### src/rtl/mem_arbiter_pkg.sv
`default_nettype none
// +----------------------------------------------------------------------+
// | mem_arbiter_pkg                                                      |
// | Shared word/memory geometry and arbiter state encodings.             |
// | Revision: 1.0                                                        |
// +----------------------------------------------------------------------+
package mem_arbiter_pkg;

    localparam int WORD_WIDTH = 16;
    localparam int MEM_DEPTH  = 1024;

    localparam logic [1:0] ARB_IDLE     = 2'd0;
    localparam logic [1:0] ARB_BUSY     = 2'd1;
    localparam logic [1:0] ARB_HANDOVER = 2'd2;

endpackage
`default_nettype wire

### src/rtl/mem_arbiter_rr_pick.sv
`default_nettype none
// +----------------------------------------------------------------------+
// | mem_arbiter_rr_pick                                                  |
// | Combinational round-robin pick: first request at/after the pointer.  |
// | Revision: 1.0                                                        |
// +----------------------------------------------------------------------+
module mem_arbiter_rr_pick #(
    parameter int N_REQ = 3,
    parameter int IW    = 2
) (
    input  logic [N_REQ-1:0] req,
    input  logic [IW-1:0]    ptr,
    output logic [N_REQ-1:0] pick,
    output logic             any_req
);

    logic [N_REQ-1:0] w_hi_mask;
    logic [N_REQ-1:0] w_masked;
    logic [N_REQ-1:0] w_src;

    always_comb begin
        w_hi_mask = '0;
        for (int i = 0; i < N_REQ; i++) begin
            w_hi_mask[i] = (IW'(i) >= ptr);
        end
    end

    // Prefer requests at or above the pointer; otherwise wrap to the lowest one.
    assign w_masked = req & w_hi_mask;
    assign w_src    = (|w_masked) ? w_masked : req;
    assign pick     = w_src & (-w_src);
    assign any_req  = |req;

endmodule
`default_nettype wire

### src/rtl/mem_arbiter.sv
`default_nettype none
// +----------------------------------------------------------------------+
// | mem_arbiter                                                          |
// | Round-robin, burst-limited arbiter sharing one single-port memory.   |
// | Revision: 1.0                                                        |
// +----------------------------------------------------------------------+
module mem_arbiter
    import mem_arbiter_pkg::*;
#(
    parameter int N_REQ     = 3,
    parameter int AW        = WORD_WIDTH,
    parameter int DW        = WORD_WIDTH,
    parameter int MAX_BURST = 8
) (
    input  logic                clock,
    input  logic                reset,
    input  logic [N_REQ-1:0]    req,
    input  logic [N_REQ*AW-1:0] req_addr,
    input  logic [N_REQ-1:0]    req_wr_en,
    input  logic [N_REQ*DW-1:0] req_wdata,
    output logic [N_REQ-1:0]    gnt,
    output logic [DW-1:0]       rdata,
    output logic [N_REQ-1:0]    rvalid,
    output logic [AW-1:0]       mem_addr,
    output logic                mem_wr_en,
    output logic [DW-1:0]       mem_data_in,
    input  logic [DW-1:0]       mem_data_out
);

    localparam int              c_IW       = $clog2(N_REQ);
    localparam logic [c_IW-1:0] c_LAST_IDX = c_IW'(N_REQ - 1);
    localparam logic [c_IW-1:0] c_IDX_ONE  = c_IW'(1);
    localparam logic [7:0]      c_MAX      = 8'(MAX_BURST);
    localparam logic [7:0]      c_LIMIT    = 8'(MAX_BURST - 1);

    logic [1:0]       r_state;
    logic [N_REQ-1:0] r_gnt;
    logic [N_REQ-1:0] r_rvalid;
    logic [c_IW-1:0]  r_gidx;
    logic [c_IW-1:0]  r_ptr;
    logic [7:0]       r_burst;
    logic [AW-1:0]    r_addr_hold;
    logic [DW-1:0]    r_wdata_hold;

    logic [N_REQ-1:0] w_pick;
    logic             w_any_req;
    logic [c_IW-1:0]  w_pick_idx;
    logic             w_req_g;
    logic             w_wr_g;
    logic [AW-1:0]    w_addr_g;
    logic [DW-1:0]    w_wdata_g;
    logic             w_access;
    logic             w_others;
    logic             w_release;

    mem_arbiter_rr_pick #(
        .N_REQ (N_REQ),
        .IW    (c_IW)
    ) u_rr_pick (
        .req     (req),
        .ptr     (r_ptr),
        .pick    (w_pick),
        .any_req (w_any_req)
    );

    always_comb begin
        w_pick_idx = '0;
        for (int i = 0; i < N_REQ; i++) begin
            if (w_pick[i]) w_pick_idx = c_IW'(i);
        end
    end

    // Grantee mux; with no grant the bus keeps its previous address/data.
    always_comb begin
        w_req_g   = 1'b0;
        w_wr_g    = 1'b0;
        w_addr_g  = r_addr_hold;
        w_wdata_g = r_wdata_hold;
        for (int i = 0; i < N_REQ; i++) begin
            if (r_gnt[i]) begin
                w_req_g   = req[i];
                w_wr_g    = req_wr_en[i];
                w_addr_g  = req_addr[i*AW +: AW];
                w_wdata_g = req_wdata[i*DW +: DW];
            end
        end
    end

    assign w_access  = (r_state == ARB_BUSY) && w_req_g;
    assign w_others  = |(req & ~r_gnt);
    assign w_release = !w_req_g || ((r_burst >= c_LIMIT) && w_others);

    assign gnt         = r_gnt;
    assign rvalid      = r_rvalid;
    assign rdata       = (|r_rvalid) ? mem_data_out : '0;
    assign mem_addr    = w_addr_g;
    assign mem_data_in = w_wdata_g;
    assign mem_wr_en   = w_access && w_wr_g;

    always_ff @(posedge clock) begin
        if (reset) begin
            r_state      <= ARB_IDLE;
            r_gnt        <= '0;
            r_rvalid     <= '0;
            r_gidx       <= '0;
            r_ptr        <= '0;
            r_burst      <= '0;
            r_addr_hold  <= '0;
            r_wdata_hold <= '0;
        end else begin
            r_addr_hold  <= w_addr_g;
            r_wdata_hold <= w_wdata_g;
            r_rvalid     <= (w_access && !w_wr_g) ? r_gnt : '0;

            case (r_state)
                ARB_IDLE: begin
                    if (w_any_req) begin
                        r_gnt   <= w_pick;
                        r_gidx  <= w_pick_idx;
                        r_burst <= '0;
                        r_state <= ARB_BUSY;
                    end
                end
                ARB_BUSY: begin
                    if (w_release) begin
                        r_gnt   <= '0;
                        r_state <= ARB_HANDOVER;
                    end
                    // A lone requester keeps the grant; its count just saturates.
                    if (r_burst < c_MAX) r_burst <= r_burst + 8'd1;
                end
                ARB_HANDOVER: begin
                    r_ptr   <= (r_gidx == c_LAST_IDX) ? '0 : r_gidx + c_IDX_ONE;
                    r_burst <= '0;
                    r_state <= ARB_IDLE;
                end
                default: begin
                    r_gnt   <= '0;
                    r_state <= ARB_IDLE;
                end
            endcase
        end
    end

endmodule
`default_nettype wire

### config.mk
export PLATFORM = sky130hd
export DESIGN_NAME = mem_arbiter
export DESIGN_NICKNAME = d
export VERILOG_FILES = /design/src/rtl/mem_arbiter_pkg.sv /design/src/rtl/mem_arbiter_rr_pick.sv /design/src/rtl/mem_arbiter.sv
export SDC_FILE = /design/constraint.sdc
export NUM_CORES = 1
export LEC_CHECK = 0
export BUFFER_PORTS_ARGS = -buffer_cell sky130_fd_sc_hd__buf_4
export CORE_MARGIN = 5
export CORE_UTILIZATION = 40
export DETAILED_ROUTE_END_ITERATION = 8
export PLACE_DENSITY = 0.87
export SYNTH_ARGS = -nofsm -noshare
export SYNTH_HDL_FRONTEND = slang
export SYNTH_SLANG_ARGS = --single-unit
### constraint.sdc
create_clock -name clock -period 1.3 [get_ports clock]
set_input_delay 0 -clock clock [delete_from_list [all_inputs] [get_ports clock]]
set_output_delay 0 -clock clock [all_outputs]
set_load 0.02 [all_outputs]
==> results of run 1 <==
through the flow:
stage | setup WS, ns | power, mW | instance area [um^2]
final | -0.3184 | 4.238 | 5015
after global routing | -0.3793 | 4.428 | 5015
after CTS | -0.3046 | 4.206 | 4920
after detailed placement | -0.2421 | 3.197 | 4676
after global placement | -0.2055 | 3.156 | 4676
after floorplan | -0.1624 | 2.574 | 3184
placed cells by master, fill, tap and decap left out, types with 2 or more instances in the layout:
cell	Yosys	layout
buf_4	4	157
nor2b_1	50	48
dfxtp_1	52	46
nand2_1	37	37
buf_6	0	37
o21ai_1	0	33
mux2_4	0	32
mux2i_1	32	29
nor2_1	18	16
a21oi_1	13	10
inv_1	6	6
buf_12	0	6
clkbuf_8	0	5
nor3b_1	4	4
nor3_1	5	4
and2_1	4	4
mux2i_2	0	3
nand3b_1	3	3
a21oi_2	0	3
a31oi_1	3	3
dfxtp_4	0	3
dfxtp_2	0	3
nand2b_1	3	2
nor2_4	0	2
o2111a_1	2	2
a211oi_2	1	2
o32ai_1	2	2
nor2b_4	0	2
clkbuf_1	12	2
power by group through the flow:
| stage | logic, mW | registers, mW | clock network, mW |
|---|---|---|---|
| global route | 1.72 | 1.73 | 0.973 |
| detailed placement | 1.44 | 1.76 | 0 |
| global placement | 1.40 | 1.75 | 0 |
| CTS | 1.57 | 1.72 | 0.918 |
| finish | 1.62 | 1.73 | 0.897 |
| floorplan | 0.822 | 1.75 | 0 |
state kept, by name, indices dropped and copies added, names as in the netlist:
name / cells
gnt: 3
r_addr_hold: 16
r_burst: 8
r_gidx: 2
r_ptr: 2
r_state: 2
r_wdata_hold: 16
rvalid: 3
kinds of logic (layout without fill, tap and decap cells):
family                   after synthesis  count (layout)  synth area share, %
AND/OR/NAND/NOR                      129             129                23.07
AO/OA/AOI/OAI                         64              64                13.23
multiplexers                          64              64                23.07
flip-flops                            52              52                35.28
buffers and inverters                 32             216                4.919
adder cells (fa/ha/maj)                1               1               0.4240
worst max-delay path: stages (launching register included):
cell and delay, ns:
dfxtp_4 0.42, buf_12 0.16, mux2i_1 0.22, o21ai_1 0.11, mux2_4 0.27, buf_6 0.13
worst paths after layout:
kind / end / slack [ns] / cells after the start
worst max-delay path: mem_addr[14] / -0.32 / 5
worst min-delay path: rvalid[0]$_SDFF_PP0_ / 0.03 / 3
worst max register to register: rvalid[2]$_SDFF_PP0_ / -0.29 / 6
worst min register to register: r_burst[6]$_SDFFE_PP0P_ / 0.47 / 1
area by class of cell:
type | instances | area share, %
Clock buffer | 7 | 1.522
Clock inverter | 1 | 0.09980
Timing Repair Buffer | 201 | 34.71
Multi-Input combinational cell | 258 | 39.57
Inverter | 7 | 0.5739
Tap cell | 99 | 2.470
Sequential cell | 52 | 21.06
metal layers:
metal	vias to the layer above	GRT usage [%]	part of all wire [%]
met2	111	38.56	53
met5	-	0	0
met3	14	4.300	6.5
li1	1538	-	-
met4	0	5.095	1.8
met1	1494	24.02	39
timing repair:
action / CTS / global route
gates resized for setup: 51 / 18
endpoints found under the setup margin: 77 / 80
gates cloned: 0 / 1
setup buffers: 2 / 0
hold buffers: 0 / 0
pin swaps: 3 / 6
==> flow_summary_export.csv, run 1 <==
group,metric,value,unit
yosys,yosysTopAreaCell,"dfxtp_1",
yosys,yosysTopAreaCellShare,35.28,%
timing,max_freq,617.9,MHz
clocking,root_buffer,"clkbuf_8",
layout,fin_util,69.51,%
layout,fillers,549,
global_route,track_usage,20.72,%
yosys,ys_async_sr_fraction,0,%
floorplan,fp.dieW,95.88,um
routing,drc,0,
timing,tightestPinTransition,0.5583,ns
setup_path,worstPathArrival,1.62,ns
setup_path,end_kind,"output pin",
routing,viasPerCell,5.051,
timing,finalHoldViolCount,0,
routing,drt-total-wl,10230,um
timing,holdWs,0.03274,ns
place,place_inst,614,
routing,postRouteAntennaNets,0,
floorplan,row_count,31,
layout,multi_input_area,1984,um^2
floorplan,initial_core_util,40.89,%
layout,num_antenna_cells,0,
timing,worst_slack,-0.3184,ns
place,place_congestion,0.8154,
clocking,clock_latency,0.30,ns
yosys,ys_top_cells_by_count,"52 x dfxtp_1, 50 x nor2b_1, 37 x nand2_1",
pwr,p_leak,2.240,nW
clocking,cts_tree,"done",
routing,drtIter0Drc,109,
timing,clock_skew,0.006256,ns
clocking,path_clk_slew,0.09,ns
global_route,grt_pass1_wl,15210,um
timing,setup_tns,-14.57,ns
yosys,ys_types,38,
pwr,p_int,2.997,mW
clocking,cts.sinks,52,
setup_path,startpoint_type,"flop",
setup_path,critPathKind,"flop to output pin",
pwr,p_seq_share,40.7,%
clocking,clk_path_buf_depth,2,
timing,rsz0062_at_grt,"true",
yosys,syn-num-nets,463,
run,cap_violations,0,
global_route,grt_pass1_vias,3137,
place,dpl.hpwl,7539,um
floorplan,die_h,95.88,um
pwr,pwr-share-clk,21.2,%
yosys,syn_inst,342,
yosys,seq_area_frac_synth,35.28,%
min_path,hold_path_class,"input pin to flop",
pwr,p_sw_share,29.28,%
yosys,synth_edf_count,0,
floorplan,ios,175,
setup_path,cp.required,1.30,ns
yosys,ys_seq_elements,52,
timing,maxSlewViolCount,0,
yosys,yosysMostFrequentCell,"dfxtp_1",
floorplan,core-area,7214,um^2
layout,area.growth.synth_to_final,69.97,%
timing,maxSlewHeadroom,62.78,%
timing,setup_viol,77,
pwr,ir_drop,529.3,uV
yosys,syn-mean-instance-area,8.627,um^2
pwr,pwr-share-comb,38.1,%
routing,routed-via-count,3157,
run_status,failed_checks,"setup timing",
pwr,switchingPower,1.241,mW
yosys,ys_top_cells_by_area,"dfxtp_1 35%, mux2_2 12%, mux2i_1 11%",
layout,seq_area,1056,um^2
routing,wl_per_cell,16.36,um
setup_path,critPathLaunch,"gnt[0]$_SDFFE_PP0P_",
layout,finalNonFillerCells,625,
global_route,antenna_found_initial,0,
min_path,worstHoldStart,"req_wr_en[2]",
run_status,status,"finished, violations left",
routing,firstDrtPassIters,4,
place,io_buffers,174,
setup_path,regToRegStartpoint,"gnt[0]$_SDFFE_PP0P_",
layout,nNetsFinal,646,
clocking,h-tree-depth,2,
clocking,cts_made_buffers,5,
floorplan,die-area,9193,um^2
layout,drive_gt1_share,50.57,%
yosys,ys_warn_count,0,
setup_path,cp_max_fo,10,
pwr,power_density,845.1,nW/um^2
global_route,grt-ovfl-total,0,
global_route,grt_max_degree,49,
yosys,synth_ff_type,"dfxtp_1",
timing,min_period,1.618,ns
timing,min_period_over_period,124.5,%
yosys,netlist_area,2950,um^2
Power figures use the tool's default switching activity.
==> run 2, diff against run 1 <==
--- a/config.mk
+++ b/config.mk
@@ -7,7 +7,7 @@
 export LEC_CHECK = 0
 export BUFFER_PORTS_ARGS = -buffer_cell sky130_fd_sc_hd__buf_4
 export CORE_MARGIN = 5
-export CORE_UTILIZATION = 40
+export CORE_UTILIZATION = 42
 export DETAILED_ROUTE_END_ITERATION = 8
 export PLACE_DENSITY = 0.87
 export SYNTH_ARGS = -nofsm -noshare
==> constraint.sdc (replaced) <==
create_clock -name clock -period 1.96 [get_ports clock]
set_input_delay 0 -clock clock [delete_from_list [all_inputs] [get_ports clock]]
set_output_delay 0 -clock clock [all_outputs]
set_load 0.02 [all_outputs]
==> flow_summary_export.csv, run 2 (same netlist as run 1, synthesis figures left out) <==
group,metric,value,unit
global_route,grt-ovfl-total,0,
timing,maxSlewHeadroom,65.98,%
timing,max_freq,573.7,MHz
clocking,h-tree-depth,2,
layout,drive_gt1_share,44.84,%
routing,drtIter0Drc,91,
place,place_congestion,0.8254,
pwr,ir_drop,316.2,uV
floorplan,initial_core_util,43.19,%
setup_path,cp.required,1.96,ns
floorplan,row_count,30,
clocking,root_buffer,"clkbuf_8",
layout,reg_top3,"r_addr_hold: 16 flops, r_wdata_hold: 16 flops, r_burst: 8 flops",
timing,setup_tns,0,ns
clocking,clk_path_buf_depth,2,
setup_path,worstPathArrival,1.74,ns
place,dpl_worst_slack,0.3924,ns
layout,final_common_cell,"buf_4",
pwr,p_sw_share,27.61,%
floorplan,fp.dieW,93.81,um
routing,top_layer,"met4",
routing,dr_wl_met2,4492,um
routing,postRouteAntennaNets,0,
global_route,grt_max_degree,49,
routing,drt-total-wl,8927,um
timing,finalHoldViolCount,0,
min_path,min_to,"r_addr_hold[0]$_SDFF_PP0_",
clocking,cts_tree,"done",
timing,clock_skew,0.007665,ns
timing,tightestPinTransition,0.5103,ns
place,place_inst,594,
min_path,hold_path_class,"input pin to flop",
routing,wl_met3,937,um
setup_path,reg2reg_slack,0.36,ns
routing,firstDrtPassIters,4,
routing,wl_per_cell,14.88,um
layout,nNetsFinal,626,
routing,drc,0,
pwr,switchingPower,0.7385,mW
layout,num_antenna_cells,0,
setup_path,rr_worst_depth,4,
timing,worst_slack,0.2169,ns
global_route,grt_pass1_wl,13580,um
layout,final_cell_mix,"180 x buf_4, 50 x nor2b_1, 50 x dfxtp_1",
routing,viasPerCell,5.068,
floorplan,die-area,8800,um^2
setup_path,regToRegStartpoint,"r_burst[3]$_SDFFE_PP0P_",
clocking,path_clk_slew,0.09,ns
global_route,antenna_found_initial,0,
setup_path,reg2reg_to,"gnt[0]$_SDFFE_PP0P_",
setup_path,cp_max_fo,37,
setup_path,critPathKind,"flop to output pin",
routing,routed-via-count,3041,
pwr,power_density,604.6,nW/um^2
run,cap_violations,0,
pwr,p_leak,1.933,nW
floorplan,die_h,93.81,um
clocking,post_cts_buffers,0,
timing,setup_viol,0,
floorplan,core-area,6832,um^2
timing,min_period_over_period,88.93,%
timing,min_period,1.743,ns
pwr,p_seq_share,43.0,%
routing,m1WireLength,3278,um
pwr,pwr-share-clk,26.0,%
setup_path,end_kind,"output pin",
timing,rsz0062_at_grt,"false",
min_path,worstHoldStart,"req_addr[32]",
timing,holdWs,0.04841,ns
min_path,holdPathStages,3,
clocking,cts_made_buffers,5,
setup_path,startpoint_type,"flop",
place,io_buffers,174,
clocking,cts.sinks,52,
pwr,pwr-share-comb,31.0,%
layout,area.growth.synth_to_final,49.96,%
timing,maxSlewViolCount,0,
pwr,p_int,1.936,mW
run_status,status,"finished, final reports clean",
global_route,track_usage,19.16,%
global_route,grt_pass1_vias,2970,
clocking,clock_latency,0.30,ns
place,dpl.hpwl,7045,um
clocking,ctsHoldBuffers,0,
layout,finalNonFillerCells,600,
floorplan,ios,175,
clocking,cts_resized,0,
## run 2: power groups by stage
stage	sequential [mW]	combinational [mW]	clock (mW)
detailed placement	1.17	0.835	0
global placement	1.17	0.817	0
floorplan	1.16	0.463	0
finish	1.15	0.829	0.696
global route	1.16	0.902	0.754
CTS	1.15	0.839	0.722
## run 2: final cells by class
| cell class | instances | area, um^2 |
|---|---|---|
| Clock buffer | 5 | 68.82 |
| Clock inverter | 1 | 30.03 |
| Fill cell | 568 | 2407 |
| Inverter | 7 | 26.28 |
| Multi-Input combinational cell | 258 | 1764 |
| Sequential cell | 52 | 1044 |
| Tap cell | 96 | 120.1 |
| Timing Repair Buffer | 181 | 1371 |
## run 2: how the worst max path moves through the flow
stage | slack (ns) | cells past startpoint | endpoint | from
finish | 0.22 | 4 | mem_addr[0] | gnt[1]$_SDFFE_PP0P_
global route | 0.08 | 4 | mem_data_in[1] | gnt[1]$_SDFFE_PP0P_
CTS | 0.19 | 4 | mem_data_in[8] | gnt[1]$_SDFFE_PP0P_
detailed placement | 0.39 | 4 | gnt[0]$_SDFFE_PP0P_ | r_burst[3]$_SDFFE_PP0P_
global placement | 0.46 | 4 | r_burst[3]$_SDFFE_PP0P_ | r_burst[3]$_SDFFE_PP0P_
floorplan | 0.29 | 6 | r_addr_hold[5]$_SDFF_PP0_ | gnt[0]$_SDFFE_PP0P_
## run 2: metal layers
layer,global-route usage (%),up-vias
li1,-,1500
met2,34.59,153
met4,6.739,0
met1,20.59,1369
met3,6.571,19
met5,0,-
## run 2: stage by stage
stage	total power, mW	instance area, um^2	util, %
after floorplan	1.624	2950	-
after global placement	1.987	4325	63.32
after detailed placement	2.009	4325	63.32
after CTS	2.710	4424	64.76
after global routing	2.813	4424	64.76
final	2.675	4424	64.76
## run 2: worst max-delay path, stage by stage, from the launching register on
cell	delay, ns
dfxtp_2	0.46
buf_4	0.36
o21ai_0	0.17
mux2_2	0.29
buf_4	0.16
==> run 3, diff against run 2 <==
--- a/config.mk
+++ b/config.mk
@@ -9,6 +9,7 @@
 export CORE_MARGIN = 5
 export CORE_UTILIZATION = 42
 export DETAILED_ROUTE_END_ITERATION = 8
+export GPL_TIMING_DRIVEN = 0
 export PLACE_DENSITY = 0.87
 export SYNTH_ARGS = -nofsm -noshare
 export SYNTH_HDL_FRONTEND = slang
==> flow_summary_export.csv, run 3 (same netlist as run 1, synthesis figures left out) <==
group,metric,value,unit
timing,setup_tns,0,ns
setup_path,critPathKind,"flop to output pin",
timing,rsz0062_at_grt,"false",
setup_path,worstPathArrival,1.87,ns
setup_path,end_kind,"output pin",
timing,clock_skew,0.009318,ns
layout,area.growth.synth_to_final,51.82,%
routing,drt-total-wl,9879,um
clocking,path_clk_slew,0.10,ns
timing,min_period,1.867,ns
timing,holdWs,0.01576,ns
clocking,ctsHoldBuffers,0,
clocking,root_buffer,"clkbuf_8",
clocking,cts.sinks,52,
layout,multi_input_area,1769,um^2
timing,maxSlewViolCount,0,
floorplan,die-area,8800,um^2
global_route,grt_pass1_vias,3195,
setup_path,regToRegStartpoint,"gnt[1]$_SDFFE_PP0P_",
routing,firstDrtPassIters,4,
clocking,cts_made_buffers,5,
setup_path,cp.required,1.96,ns
layout,fin_util,65.57,%
timing,finalHoldViolCount,0,
pwr,p_leak,1.965,nW
timing,tightestPinTransition,0.5317,ns
floorplan,core-area,6832,um^2
setup_path,reg2reg_to,"gnt[1]$_SDFFE_PP0P_",
setup_path,crit_end,"mem_addr[15]",
setup_path,reg2reg_slack,0.18,ns
timing,setup_viol,0,
layout,nNetsFinal,640,
floorplan,fp.dieW,93.81,um
routing,viasPerCell,5.102,
floorplan,row_count,30,
routing,drc,0,
run,cap_violations,0,
routing,drtIter0Drc,99,
timing,maxSlewHeadroom,64.55,%
timing,worst_slack,0.09344,ns
routing,routed-via-count,3143,
routing,wl_per_cell,16.04,um
run_status,status,"finished, final reports clean",
clocking,clock_latency,0.31,ns
layout,fillers,595,
setup_path,critPathLaunch,"gnt[1]$_SDFFE_PP0P_",
global_route,grt_pass1_wl,14920,um
global_route,track_usage,21.13,%
layout,final_cell_mix,"172 x buf_4, 52 x dfxtp_1, 50 x nor2b_1",
floorplan,initial_core_util,43.19,%
place,io_buffers,170,
place,dpl_worst_slack,0.1077,ns
min_path,hold_path_class,"input pin to flop",
clocking,h-tree-depth,2,
place,dpl.hpwl,7868,um
global_route,antenna_found_initial,0,
routing,postRouteAntennaNets,0,
layout,reg_top3,"r_addr_hold: 16 flops, r_wdata_hold: 16 flops, r_burst: 8 flops",
global_route,grt_max_degree,16,
pwr,ir_drop,396.1,uV
floorplan,die_h,93.81,um
layout,num_antenna_cells,0,
setup_path,cp_max_fo,10,
timing,min_period_over_period,95.23,%
pwr,power_density,611.9,nW/um^2
timing,max_freq,535.7,MHz
clocking,clk_path_buf_depth,2,
place,place_congestion,0.8687,
floorplan,ios,175,
clocking,cts_tree,"done",
layout,final_common_cell,"buf_4",
setup_path,rr_worst_depth,6,
setup_path,startpoint_type,"flop",
layout,drive_gt1_share,44.23,%
layout,seq_area,1041,um^2
global_route,grt-ovfl-total,0,
run 3: changes by cell type in the layout (fill, tap and decap cells not counted), moves of 2 or more:
| cell | before | now |
|---|---|---|
| dfxtp_1 | 50 | 52 |
| dfxtp_2 | 2 | 0 |
| buf_4 | 180 | 172 |
| buf_2 | 0 | 2 |
| buf_6 | 0 | 3 |
| clkbuf_1 | 0 | 10 |
| clkbuf_2 | 0 | 7 |
run 3: layout make-up:
class	instances	share of cell area, %
buffer	25	3.101
clock buffer	6	1.620
clock inverter	2	0.7821
inverter	7	0.5866
multi-input combinational	258	39.50
sequential	52	23.24
tap	96	2.682
timing repair buffer	170	28.49
run 3: worst min path at each step:
stage	start	to	depth (start not counted)	slack, ns
floorplan	mem_data_out[0]	rdata[0]	1	0.17
global placement	mem_data_out[1]	rdata[1]	3	0.33
detailed placement	mem_data_out[7]	rdata[7]	3	0.33
CTS	req_wr_en[2]	rvalid[1]$_SDFF_PP0_	3	0.01
global route	req_wr_en[2]	rvalid[2]$_SDFF_PP0_	3	0.05
finish	req_wr_en[2]	rvalid[1]$_SDFF_PP0_	3	0.02
run 3: per-stage QoR:
step                power, mW  area (um^2)  instances
global route            2.855         4479        616
finish                  2.741         4479        616
global placement        1.994         4347        608
detailed placement      2.018         4347        608
CTS                     2.749         4461        616
floorplan               1.624         2950        342
run 3: routing by layer:
metal | track usage, % | wire [um]
met4 | 7.220 | 185
met5 | 0 | 0
met2 | 38.97 | 5028
met3 | 6.971 | 975
met1 | 22.29 | 3689
run 3: report_power, final:
group | total [mW] | switching (mW) | internal (mW) | leakage, nW
logic | 0.856 | 0.398 | 0.458 | 1.49
clock network | 0.744 | 0.364 | 0.380 | 0.0552
registers | 1.14 | 0.0247 | 1.12 | 0.422
total | 2.74 | 0.787 | 1.95 | 1.97
run 3: what timing repair did:
item / in CTS / in global routing
setup buffers: 0 / 0
setup endpoints to repair: 24 / 25
gates resized for setup: 4 / 5
run 3: critical path, cell delays in order (launching register included):
cell	delay (ns)
dfxtp_1	0.36
clkbuf_2	0.19
clkbuf_4	0.25
buf_4	0.21
o21ai_0	0.10
mux2_2	0.30
buf_4	0.17
